### src/rtl/i_fetch.sv
// RV32I instruction-fetch stage: owns the PC, drives the I-cache read handshake and registers the IF/ID bundle.
// Optional RVFI trace fields in if_out.rvfi_d are enabled by defining I_FETCH_RVFI_EN.
package i_fetch_pkg;
  typedef struct packed {
    logic [31:0] word;
  } instr_t;

  typedef struct packed {
    logic        rvfi_valid;
    logic [63:0] rvfi_order;
    logic [31:0] rvfi_insn;
    logic [31:0] rvfi_pc_rdata;
    logic [31:0] rvfi_pc_wdata;
    logic [4:0]  rvfi_rd_addr;
    logic [31:0] rvfi_rd_wdata;
  } rvfi_t;

  typedef struct packed {
    logic [31:0] pc;
    instr_t      ir;
    logic        valid;
    rvfi_t       rvfi_d;
  } IF_ID_stage_t;
endpackage

module i_fetch
  import i_fetch_pkg::*;
#(
  parameter logic [31:0] RESET_PC = 32'h4000_0000,
  parameter logic [31:0] NOP_WORD = 32'h0000_0013
) (
  input  logic         clk,
  input  logic         rst,
  input  logic         stall_i,
  input  logic         branch_take,
  input  logic [31:0]  branch_target,
  output logic [31:0]  imem_address,
  output logic         imem_read,
  input  logic [31:0]  imem_rdata,
  input  logic         imem_resp,
  output IF_ID_stage_t if_out
);

  typedef enum logic [1:0] {RUN, HOLD, DRAIN} state_e;

  state_e       state_q, state_d;
  logic [31:0]  pc_q, pc_d;
  logic [31:0]  hold_buf_q, hold_buf_d;
  logic [31:0]  pend_target_q, pend_target_d;
  IF_ID_stage_t if_out_q, if_out_d;

  function automatic IF_ID_stage_t bubble(input logic [31:0] pc);
    IF_ID_stage_t b;
    b         = '0;
    b.pc      = pc;
    b.ir.word = NOP_WORD;
    return b;
  endfunction

  function automatic IF_ID_stage_t fetched(input logic [31:0] pc, input logic [31:0] word);
    IF_ID_stage_t f;
    f         = '0;
    f.pc      = pc;
    f.ir.word = word;
    f.valid   = 1'b1;
`ifdef I_FETCH_RVFI_EN
    f.rvfi_d.rvfi_valid    = 1'b1;
    f.rvfi_d.rvfi_pc_rdata = pc;
    f.rvfi_d.rvfi_pc_wdata = pc + 32'd4;
`endif
    return f;
  endfunction

  // The request depends only on registered state, so no resp/stall path reaches the cache.
  assign imem_read    = (state_q != HOLD);
  assign imem_address = pc_q;
  assign if_out       = if_out_q;

  always_comb begin
    // NOTE: every next-state signal gets a default first so no path leaves it unassigned (no latches).
    state_d       = state_q;
    pc_d          = pc_q;
    hold_buf_d    = hold_buf_q;
    pend_target_d = pend_target_q;
    if_out_d      = if_out_q;

    case (state_q)
      RUN: begin
        if (branch_take) begin
          if_out_d = bubble(pc_q);
          if (imem_resp) begin
            pc_d = branch_target;
          end else begin
            // Keep the outstanding address stable until the cache answers.
            pend_target_d = branch_target;
            state_d       = DRAIN;
          end
        end else if (imem_resp) begin
          if (!stall_i) begin
            if_out_d = fetched(pc_q, imem_rdata);
            pc_d     = pc_q + 32'd4;
          end else begin
            hold_buf_d = imem_rdata;
            state_d    = HOLD;
          end
        end else if (!stall_i) begin
          if_out_d = bubble(pc_q);
        end
      end

      HOLD: begin
        if (branch_take) begin
          if_out_d = bubble(pc_q);
          pc_d     = branch_target;
          state_d  = RUN;
        end else if (!stall_i) begin
          if_out_d = fetched(pc_q, hold_buf_q);
          pc_d     = pc_q + 32'd4;
          state_d  = RUN;
        end
      end

      DRAIN: begin
        if_out_d = bubble(pc_q);
        if (imem_resp) begin
          pc_d    = branch_take ? branch_target : pend_target_q;
          state_d = RUN;
        end else if (branch_take) begin
          pend_target_d = branch_target;
        end
      end

      default: state_d = RUN;
    endcase
  end

  // NOTE: sequential state uses non-blocking assignments so all registers update together at the edge.
  always_ff @(posedge clk or posedge rst) begin
    if (rst) begin
      state_q       <= RUN;
      pc_q          <= RESET_PC;
      hold_buf_q    <= '0;
      pend_target_q <= '0;
      if_out_q      <= bubble(RESET_PC);
    end else begin
      state_q       <= state_d;
      pc_q          <= pc_d;
      hold_buf_q    <= hold_buf_d;
      pend_target_q <= pend_target_d;
      if_out_q      <= if_out_d;
    end
  end

endmodule

### config.mk
export PLATFORM = sky130hd
export DESIGN_NAME = i_fetch
export DESIGN_NICKNAME = d
export VERILOG_FILES = /design/src/rtl/i_fetch.sv
export SDC_FILE = /design/constraint.sdc
export NUM_CORES = 1
export LEC_CHECK = 0
export CORE_MARGIN = 1.5
export CORE_UTILIZATION = 49
export CTS_BUF_LIST = sky130_fd_sc_hd__clkbuf_8
export DETAILED_ROUTE_END_ITERATION = 10
export MAX_ROUTING_LAYER = met4
export PLACE_DENSITY = 0.89
export SYNTH_ARGS = -nofsm -noshare
export SYNTH_HDL_FRONTEND = slang
export SYNTH_SLANG_ARGS = --single-unit
export TNS_END_PERCENT = 50
### constraint.sdc
create_clock -name clk -period 9.3 [get_ports clk]
set_input_delay 1.86 -clock clk [delete_from_list [all_inputs] [get_ports clk]]
set_output_delay 1.86 -clock clk [all_outputs]
set_load 0.01 [all_outputs]
==> results of run 1 <==
==> cells in the final DEF, fill, tap and decap left out, drive strengths merged, types with 5 or more instances in the layout <==
cell             n
mux2            64
nand2          131
nand4            9
dfrtp          158
nor3             5
clkbuf          20
o22ai            5
mux2i            5
dfstp            5
a221oi          30
nand3           11
or3              5
a22oi            9
o21ai           47
conb           198
clkdlybuf4s50  165
buf             10
inv             18
nor2            79
a21oi           50
==> metrics by stage <==
stage	cell area (µm²)	util [%]	setup WS [ns]
2_1_floorplan	9985	-	3.043
3_3_place_gp	10110	54.42	4.915
4_1_cts	10530	56.66	5.353
3_5_place_dp	10110	54.42	4.865
5_1_grt	10530	56.69	5.108
6_report	10530	56.69	5.278
==> final cells by class <==
class / instances / area (µm²) / area share (%)
flip-flops and latches: 163 / 4085 / 38.79
multi-input cells: 714 / 3959 / 37.59
repair buffers: 175 / 1724 / 16.37
well taps: 234 / 292.8 / 2.780
clock buffers: 20 / 275.3 / 2.613
clock inverters: 12 / 141.4 / 1.342
inverters: 12 / 50.05 / 0.4752
diodes: 2 / 5.005 / 0.04752
==> worst paths after layout <==
path	startpoint	to	slack, ns	depth (start not counted)
max in group asynchronous	rst	pend_target_q[9]	6.04	3
min reg2reg	if_out[261]	if_out[261]	0.46	2
min in group asynchronous	rst	if_out[231]	1.98	2
max	branch_take	imem_address[30]	5.28	6
min	if_out[261]	if_out[261]	0.46	2
max reg2reg	state_q[0]	imem_address[30]	6.37	7
==> registers in the layout, summed over array words and instances (netlist names) <==
signal / count
hold_buf_q: 32
imem_address: 32
if_out: 65
state_q: 2
pend_target_q: 32
==> worst max-delay path: stages <==
cell and delay (ns):
buf_2 0.65, inv_1 0.58, nand2_1 0.73, or3_1 0.19, mux2i_1 0.07, a211o_1 0.28
==> power breakdown <==
group | switching, mW | internal [mW]
registers | 0.291 | 1.06
clock network | 0.283 | 0.265
logic | 0.715 | 0.707
total | 1.29 | 2.03
==> logic make-up after synthesis <==
group / count (synthesis) / share of synthesized area, %
buf+inv: 291 / 21.29
simple gates: 257 / 12.32
compound gates: 181 / 12.82
flops: 163 / 44.19
mux: 69 / 8.337
xor+xnor: 5 / 0.4738
fa+ha+maj: 4 / 0.5414
other cells: 1 / 0.04056
==> layer usage <==
layer / track usage (%) / vias up / part of all wire [%]
met5: - / - / 0
met4: 7.091 / 0 / 1.4
met3: 8.034 / 30 / 10
met2: 37.44 / 337 / 50
met1: 25.93 / 3335 / 38
li1: - / 3106 / -
==> results.sh, run 1 <==
export IMPL_synth_top_area_share_pct=42.77
export IMPL_min_path_type="flop to flop"
export IMPL_core_area_um2=18580
export IMPL_fmax_ghz=0.2486
export IMPL_postCtsSetupBuffers=0
export IMPL_worst_setup_path_end_kind="flop"
export IMPL_synth_most_common_cell="buf_4"
export IMPL_final_cells=1332
export IMPL_finalHoldViolCount=0
export IMPL_drv_slew=0
export IMPL_hold_buffers=0
export IMPL_tns_ns=0
export IMPL_numPortBuffers=166
export IMPL_synth_ff_type="dfrtp_1"
export IMPL_total_power_mw=3.323
export IMPL_routabilityCongestion=0.8145
export IMPL_cts_tree="yes"
export IMPL_cts_root_buf="clkbuf_8"
export IMPL_maxCapViolCount=0
export IMPL_synth_edf_count=0
export IMPL_synthTopCellsByArea="dfrtp_1 (43%), buf_4 (19%), mux2_2 (7.7%), nand2_1 (5.3%), nor2_1 (3.2%)"
export IMPL_cellPowerDensity_nw_per_um2=315.5
export IMPL_firstDrtPassIters=5
export IMPL_crit_type="input pin to flop"
export IMPL_required_ns=9.67
export IMPL_cp_max_fo=45
export IMPL_fin_skew_ns=0.02479
export IMPL_synth_distinct_cells=61
export IMPL_period_needed_ns=4.022
export IMPL_arrival_ns=4.39
export IMPL_ys_ff_latch=163
export IMPL_clockBufferDepth=2
export IMPL_fin_crit_sh_pct=43.25
export IMPL_yosys_warnings=0
export IMPL_wl_per_cell_um=16.33
export IMPL_setup_viol_count_final=0
export IMPL_viasPerCell=5.111
export IMPL_grt_max_degree=108
export IMPL_clk_pin_slew_ns=0.09
export IMPL_fp_row_count=50
export IMPL_cts_max_level=4
export IMPL_p_leak_nw=4.841
export IMPL_post_route_cells_drive_above_1_share_pct=11.31
export IMPL_hpwl_mm=14.76
export IMPL_yosysSeqAreaShare_pct=44.19
export IMPL_outcome="completed"
export IMPL_num_nets_final=1156
export IMPL_synth_area_um2=9245
export IMPL_dp_cells=1298
export IMPL_route_detailed_drc=0
export IMPL_cts_sinks=163
export IMPL_start_util_pct=49.76
export IMPL_cts_resized=0
export IMPL_worst_slew_pin_slew_ns=1.133
export IMPL_ios=365
export IMPL_rsz0062_at_grt="no"
export IMPL_setup_worst_path_start_class="input pin"
export IMPL_die_area_um2=19700
export IMPL_yosysTopAreaCell="dfrtp_1"
export IMPL_grt_pass1_wl_mm=34.29
export IMPL_grtUsageTotal_pct=22.71
export IMPL_numCtsBuffers=17
export IMPL_grt_pass1_vias=6541
export IMPL_antenna_found_initial=2
export IMPL_die_height_um=140.4
export IMPL_area_growth_synth_to_final_pct=13.93
export IMPL_drt_wl_total_mm=21.75
export IMPL_holdWs_ns=0.4627
export IMPL_synth_cells=971
export IMPL_vias=6808
export IMPL_nFillCells=1591
export IMPL_ir_drop_mv=0.1624
export IMPL_async_flop_share_pct=100.0
export IMPL_insertion_delay_ns=0.46
export IMPL_ant_nets=0
export IMPL_syn_avg_cell_area_um2=9.521
export IMPL_gr_total_overflow=0
export IMPL_relSlewSlack_pct=24.18
export IMPL_die_w_um=140.4
export IMPL_drt_iter0_markers=383
export IMPL_yosys_top_cells_count="buf_4 (230), dfrtp_1 (158), nand2_1 (131)"
Power figures use the tool's default switching activity.
==> run 2, diff against run 1 <==
- CORE_UTILIZATION: 49 -> 45
- PLACE_DENSITY: 0.89 -> 0.82
- clock period: 9.3 -> 4 ns (I/O delays scaled with it)
==> results.sh, run 2 (synthesis gave the netlist of run 1 again) <==
export IMPL_relSlewSlack_pct=37.98
export IMPL_vias=6793
export IMPL_viasPerCell=4.940
export IMPL_layout_setup_ws_ns=1.143
export IMPL_die_height_um=146.3
export IMPL_grt_pass1_vias=6451
export IMPL_clockBufferDepth=2
export IMPL_numCtsBuffers=17
export IMPL_ir_drop_mv=0.3412
export IMPL_route_detailed_drc=0
export IMPL_grtUsageTotal_pct=20.78
export IMPL_hold_buffers=0
export IMPL_clk_pin_slew_ns=0.09
export IMPL_numPortBuffers=166
export IMPL_core_area_um2=20170
export IMPL_total_power_mw=7.642
export IMPL_final_common_cell="conb_1"
export IMPL_ant_nets=0
export IMPL_fin_skew_ns=0.01911
export IMPL_postCtsSetupBuffers=0
export IMPL_regArea_um2=4085
export IMPL_arrival_ns=2.06
export IMPL_period_needed_ns=2.857
export IMPL_post_route_cells_drive_above_1_share_pct=11.78
export IMPL_grt_max_degree=59
export IMPL_cts_resized=0
export IMPL_largest_reg_flops=65
export IMPL_ios=365
export IMPL_insertion_delay_ns=0.45
export IMPL_cts_tree="yes"
export IMPL_die_w_um=146.3
export IMPL_maxCapViolCount=0
export IMPL_worst_slew_pin_slew_ns=0.9284
export IMPL_final_cell_mix="conb_1 (198), clkdlybuf4s50_1 (166), dfrtp_1 (158)"
export IMPL_r2r_slack_ns=1.19
export IMPL_firstDrtPassIters=5
export IMPL_finalHoldViolCount=0
export IMPL_utilization_pct=52.79
export IMPL_grt_pass1_wl_mm=34.44
export IMPL_drt_iter0_markers=319
export IMPL_cts_sinks=163
export IMPL_r2r_end="imem_address[30]"
export IMPL_holdWs_ns=0.4769
export IMPL_dp_cells=1342
export IMPL_p_leak_nw=4.882
export IMPL_required_ns=3.20
export IMPL_crit_start="state_q[1]"
export IMPL_worst_setup_path_end_kind="primary output"
export IMPL_routabilityCongestion=0.7882
export IMPL_fmax_ghz=0.3500
export IMPL_rsz0062_at_grt="no"
export IMPL_start_util_pct=45.84
export IMPL_r2r_start="state_q[0]"
export IMPL_area_growth_synth_to_final_pct=15.16
export IMPL_outcome="completed"
export IMPL_setup_viol_count_final=0
export IMPL_num_nets_final=1164
export IMPL_gr_total_overflow=0
export IMPL_crit_type="flop to primary output"
export IMPL_cts_root_buf="clkbuf_8"
export IMPL_drt_wl_total_mm=21.70
export IMPL_drv_slew=0
export IMPL_ff2ff_path_depth=8
export IMPL_final_cells=1375
export IMPL_antenna_found_initial=1
export IMPL_multi_input_area_um2=3959
export IMPL_fin_crit_sh_pct=71.44
export IMPL_wl_per_cell_um=15.78
export IMPL_cts_max_level=4
export IMPL_tns_ns=0
export IMPL_min_path_type="flop to flop"
export IMPL_hpwl_mm=15.04
export IMPL_die_area_um2=21410
export IMPL_cp_max_fo=6
export IMPL_final_cell_area_um2=10650
export IMPL_crit_path_end="imem_read"
export IMPL_fp_row_count=52
export IMPL_nFillCells=1824
export IMPL_cellPowerDensity_nw_per_um2=717.8
export IMPL_dp_slack_ns=1.009
export IMPL_setup_worst_path_start_class="flop"
export IMPL_post_dp_cell_area_um2=10270
[run 2: cell types whose count changed in the layout (fill, tap and decap cells not counted)]
cell / change
inv_1: +1
buf_12: +4
clkinv_2: +2
bufinv_16: -1
clkbuf_8: -2
diode_2: -1
buf_4: +4
clkdlybuf4s50_1: +1
buf_2: -1
[run 2: critical path, cell delays in order (launching register included)]
cell and delay, ns:
dfrtp_1 0.49, inv_1 0.19, ha_1 0.28, inv_1 0.07, clkdlybuf4s50_1 0.58
[run 2: layout make-up]
| type | instances | share of cell area, % |
|---|---|---|
| sequential | 163 | 38.37 |
| clock buffer | 18 | 2.327 |
| multi-input combinational | 714 | 37.18 |
| clock inverter | 14 | 1.187 |
| inverter | 12 | 0.4583 |
| timing repair buffer | 183 | 17.28 |
| tap | 270 | 3.173 |
| antenna | 1 | 0.02350 |
[run 2: worst min-delay path by stage]
stage               cells after the start              from          end  slack [ns]
global route                            2       if_out[261]  if_out[261]        0.49
CTS                                     2       if_out[261]  if_out[261]        0.48
global placement                        2       if_out[261]  if_out[261]        0.45
floorplan                               2  imem_address[30]  if_out[261]        0.46
detailed placement                      2       if_out[243]  if_out[243]        0.46
finish                                  2       if_out[261]  if_out[261]        0.48
[run 2: per-layer routing]
| layer | part of all wire (%) | global-route usage (%) | vias to the layer above |
|---|---|---|---|
| li1 | - | - | 3135 |
| met1 | 41 | 26.05 | 3327 |
| met2 | 49 | 33.06 | 313 |
| met3 | 8.8 | 5.719 | 18 |
| met4 | 1.1 | 5.758 | 0 |
| met5 | 0 | - | - |
[run 2: report_power, final]
group          switching (mW)  internal, mW  total (mW)
Clock                   0.659         0.517        1.18
Sequential              0.696          2.47        3.17
Combinational            1.64          1.66        3.30
Total                    2.99          4.65        7.64
==> run 3, diff against run 2 <==
- clock period: 4 -> 2.8 ns (I/O delays scaled with it)
==> results.sh, run 3 (synthesis gave the netlist of run 1 again) <==
export IMPL_r2r_slack_ns=0.36
export IMPL_vias=6850
export IMPL_firstDrtPassIters=7
export IMPL_final_cells=1386
export IMPL_numPortBuffers=166
export IMPL_p_leak_nw=4.931
export IMPL_switchingPower_mw=4.237
export IMPL_grt_max_degree=137
export IMPL_insertion_delay_ns=0.46
export IMPL_post_route_cells_drive_above_1_share_pct=12.83
export IMPL_gr_total_overflow=0
export IMPL_postCtsSetupBuffers=0
export IMPL_cts_resized=0
export IMPL_min_path_type="flop to flop"
export IMPL_drt_iter0_markers=507
export IMPL_num_nets_final=1176
export IMPL_utilization_pct=53.18
export IMPL_die_w_um=146.3
export IMPL_fin_skew_ns=0.01206
export IMPL_grt_pass1_wl_mm=34.09
export IMPL_ant_nets=0
export IMPL_final_common_cell="conb_1"
export IMPL_maxCapViolCount=0
export IMPL_final_cell_mix="conb_1 (198), clkdlybuf4s50_1 (166), dfrtp_1 (158)"
export IMPL_drv_slew=0
export IMPL_swShare_pct=38.55
export IMPL_die_area_um2=21410
export IMPL_fp_row_count=52
export IMPL_hold_buffers=0
export IMPL_routabilityCongestion=0.8633
export IMPL_worst_setup_path_end_kind="primary output"
export IMPL_cts_root_buf="clkbuf_8"
export IMPL_rsz0062_at_grt="no"
export IMPL_required_ns=2.24
export IMPL_setup_worst_path_start_class="flop"
export IMPL_numCtsBuffers=17
export IMPL_worst_slew_pin_slew_ns=1.172
export IMPL_area_growth_synth_to_final_pct=16.01
export IMPL_nFillCells=1822
export IMPL_ios=365
export IMPL_tns_ns=0
export IMPL_dp_cells=1354
export IMPL_outcome="completed"
export IMPL_viasPerCell=4.942
export IMPL_hpwl_mm=15.22
export IMPL_power_frac_seq_pct=40.7
export IMPL_combPwrFrac_pct=44.1
export IMPL_core_area_um2=20170
export IMPL_antenna_found_initial=1
export IMPL_clockBufferDepth=2
export IMPL_wl_per_cell_um=15.57
export IMPL_fmax_ghz=0.3813
export IMPL_holdWs_ns=0.4724
export IMPL_cts_max_level=4
export IMPL_cp_max_fo=6
export IMPL_largest_reg_flops=65
export IMPL_start_util_pct=45.84
export IMPL_clk_pin_slew_ns=0.08
export IMPL_clkPwrFrac_pct=15.2
export IMPL_ir_drop_mv=0.5613
export IMPL_crit_type="flop to primary output"
export IMPL_fin_crit_sh_pct=93.67
export IMPL_setup_viol_count_final=0
export IMPL_post_dp_cell_area_um2=10350
export IMPL_regArea_um2=4085
export IMPL_grtUsageTotal_pct=20.80
export IMPL_multi_input_area_um2=3959
export IMPL_die_height_um=146.3
export IMPL_cts_tree="yes"
export IMPL_drt_wl_total_mm=21.58
export IMPL_cts_sinks=163
export IMPL_power_internal_mw=6.755
export IMPL_period_needed_ns=2.623
export IMPL_arrival_ns=2.06
export IMPL_cellPowerDensity_nw_per_um2=1025
export IMPL_relSlewSlack_pct=21.89
export IMPL_route_detailed_drc=0
export IMPL_grt_pass1_vias=6402
export IMPL_finalHoldViolCount=0
export IMPL_final_cell_area_um2=10730
run 3: area by class of cell:
type	count	share of cell area, %
tap	270	3.150
antenna	1	0.02333
timing repair buffer	195	17.87
inverter	12	0.4550
clock buffer	20	2.566
clock inverter	11	0.9333
sequential	163	38.09
multi-input combinational	714	36.91
run 3: power groups by stage:
stage          registers, mW  clock network [mW]  logic [mW]
6_report                4.47                1.67        4.85
5_1_grt                 4.63                1.81        5.34
4_1_cts                 4.47                1.73        4.89
3_5_place_dp            4.50                   0        4.88
3_3_place_gp            4.46                   0        4.75
2_1_floorplan           4.44                   0        3.04
run 3: worst max-delay path, cell delays in order (launching register included):
cell and delay, ns:
dfrtp_1 0.48, inv_1 0.19, ha_1 0.30, inv_1 0.08
clkdlybuf4s50_1 0.56
run 3: worst paths after layout:
path / startpoint / to / cells past startpoint
setup / recovery: state_q[1] / imem_read / 4
hold / removal: if_out[261] / if_out[261] / 2
setup reg to reg: state_q[1] / pend_target_q[31] / 5
hold reg to reg: if_out[261] / if_out[261] / 2
max in group asynchronous: rst / pend_target_q[1] / 3
min in group asynchronous: rst / if_out[211] / 3
run 3: per-stage QoR:
stage / setup WS, ns / total power [mW]
finish: 0.1771 / 10.99
global route: 0.05300 / 11.78
CTS: 0.1370 / 11.09
detailed placement: 0.1692 / 9.382
global placement: 0.1637 / 9.204
floorplan: 0.1733 / 7.475
run 3: routing by layer:
metal / GRT usage (%) / up-vias / wire length (µm)
li1: - / 3154 / -
met1: 26.70 / 3351 / 8859
met2: 32.20 / 319 / 10550
met3: 6.125 / 26 / 1904
met4: 5.505 / 0 / 264
met5: - / - / 0
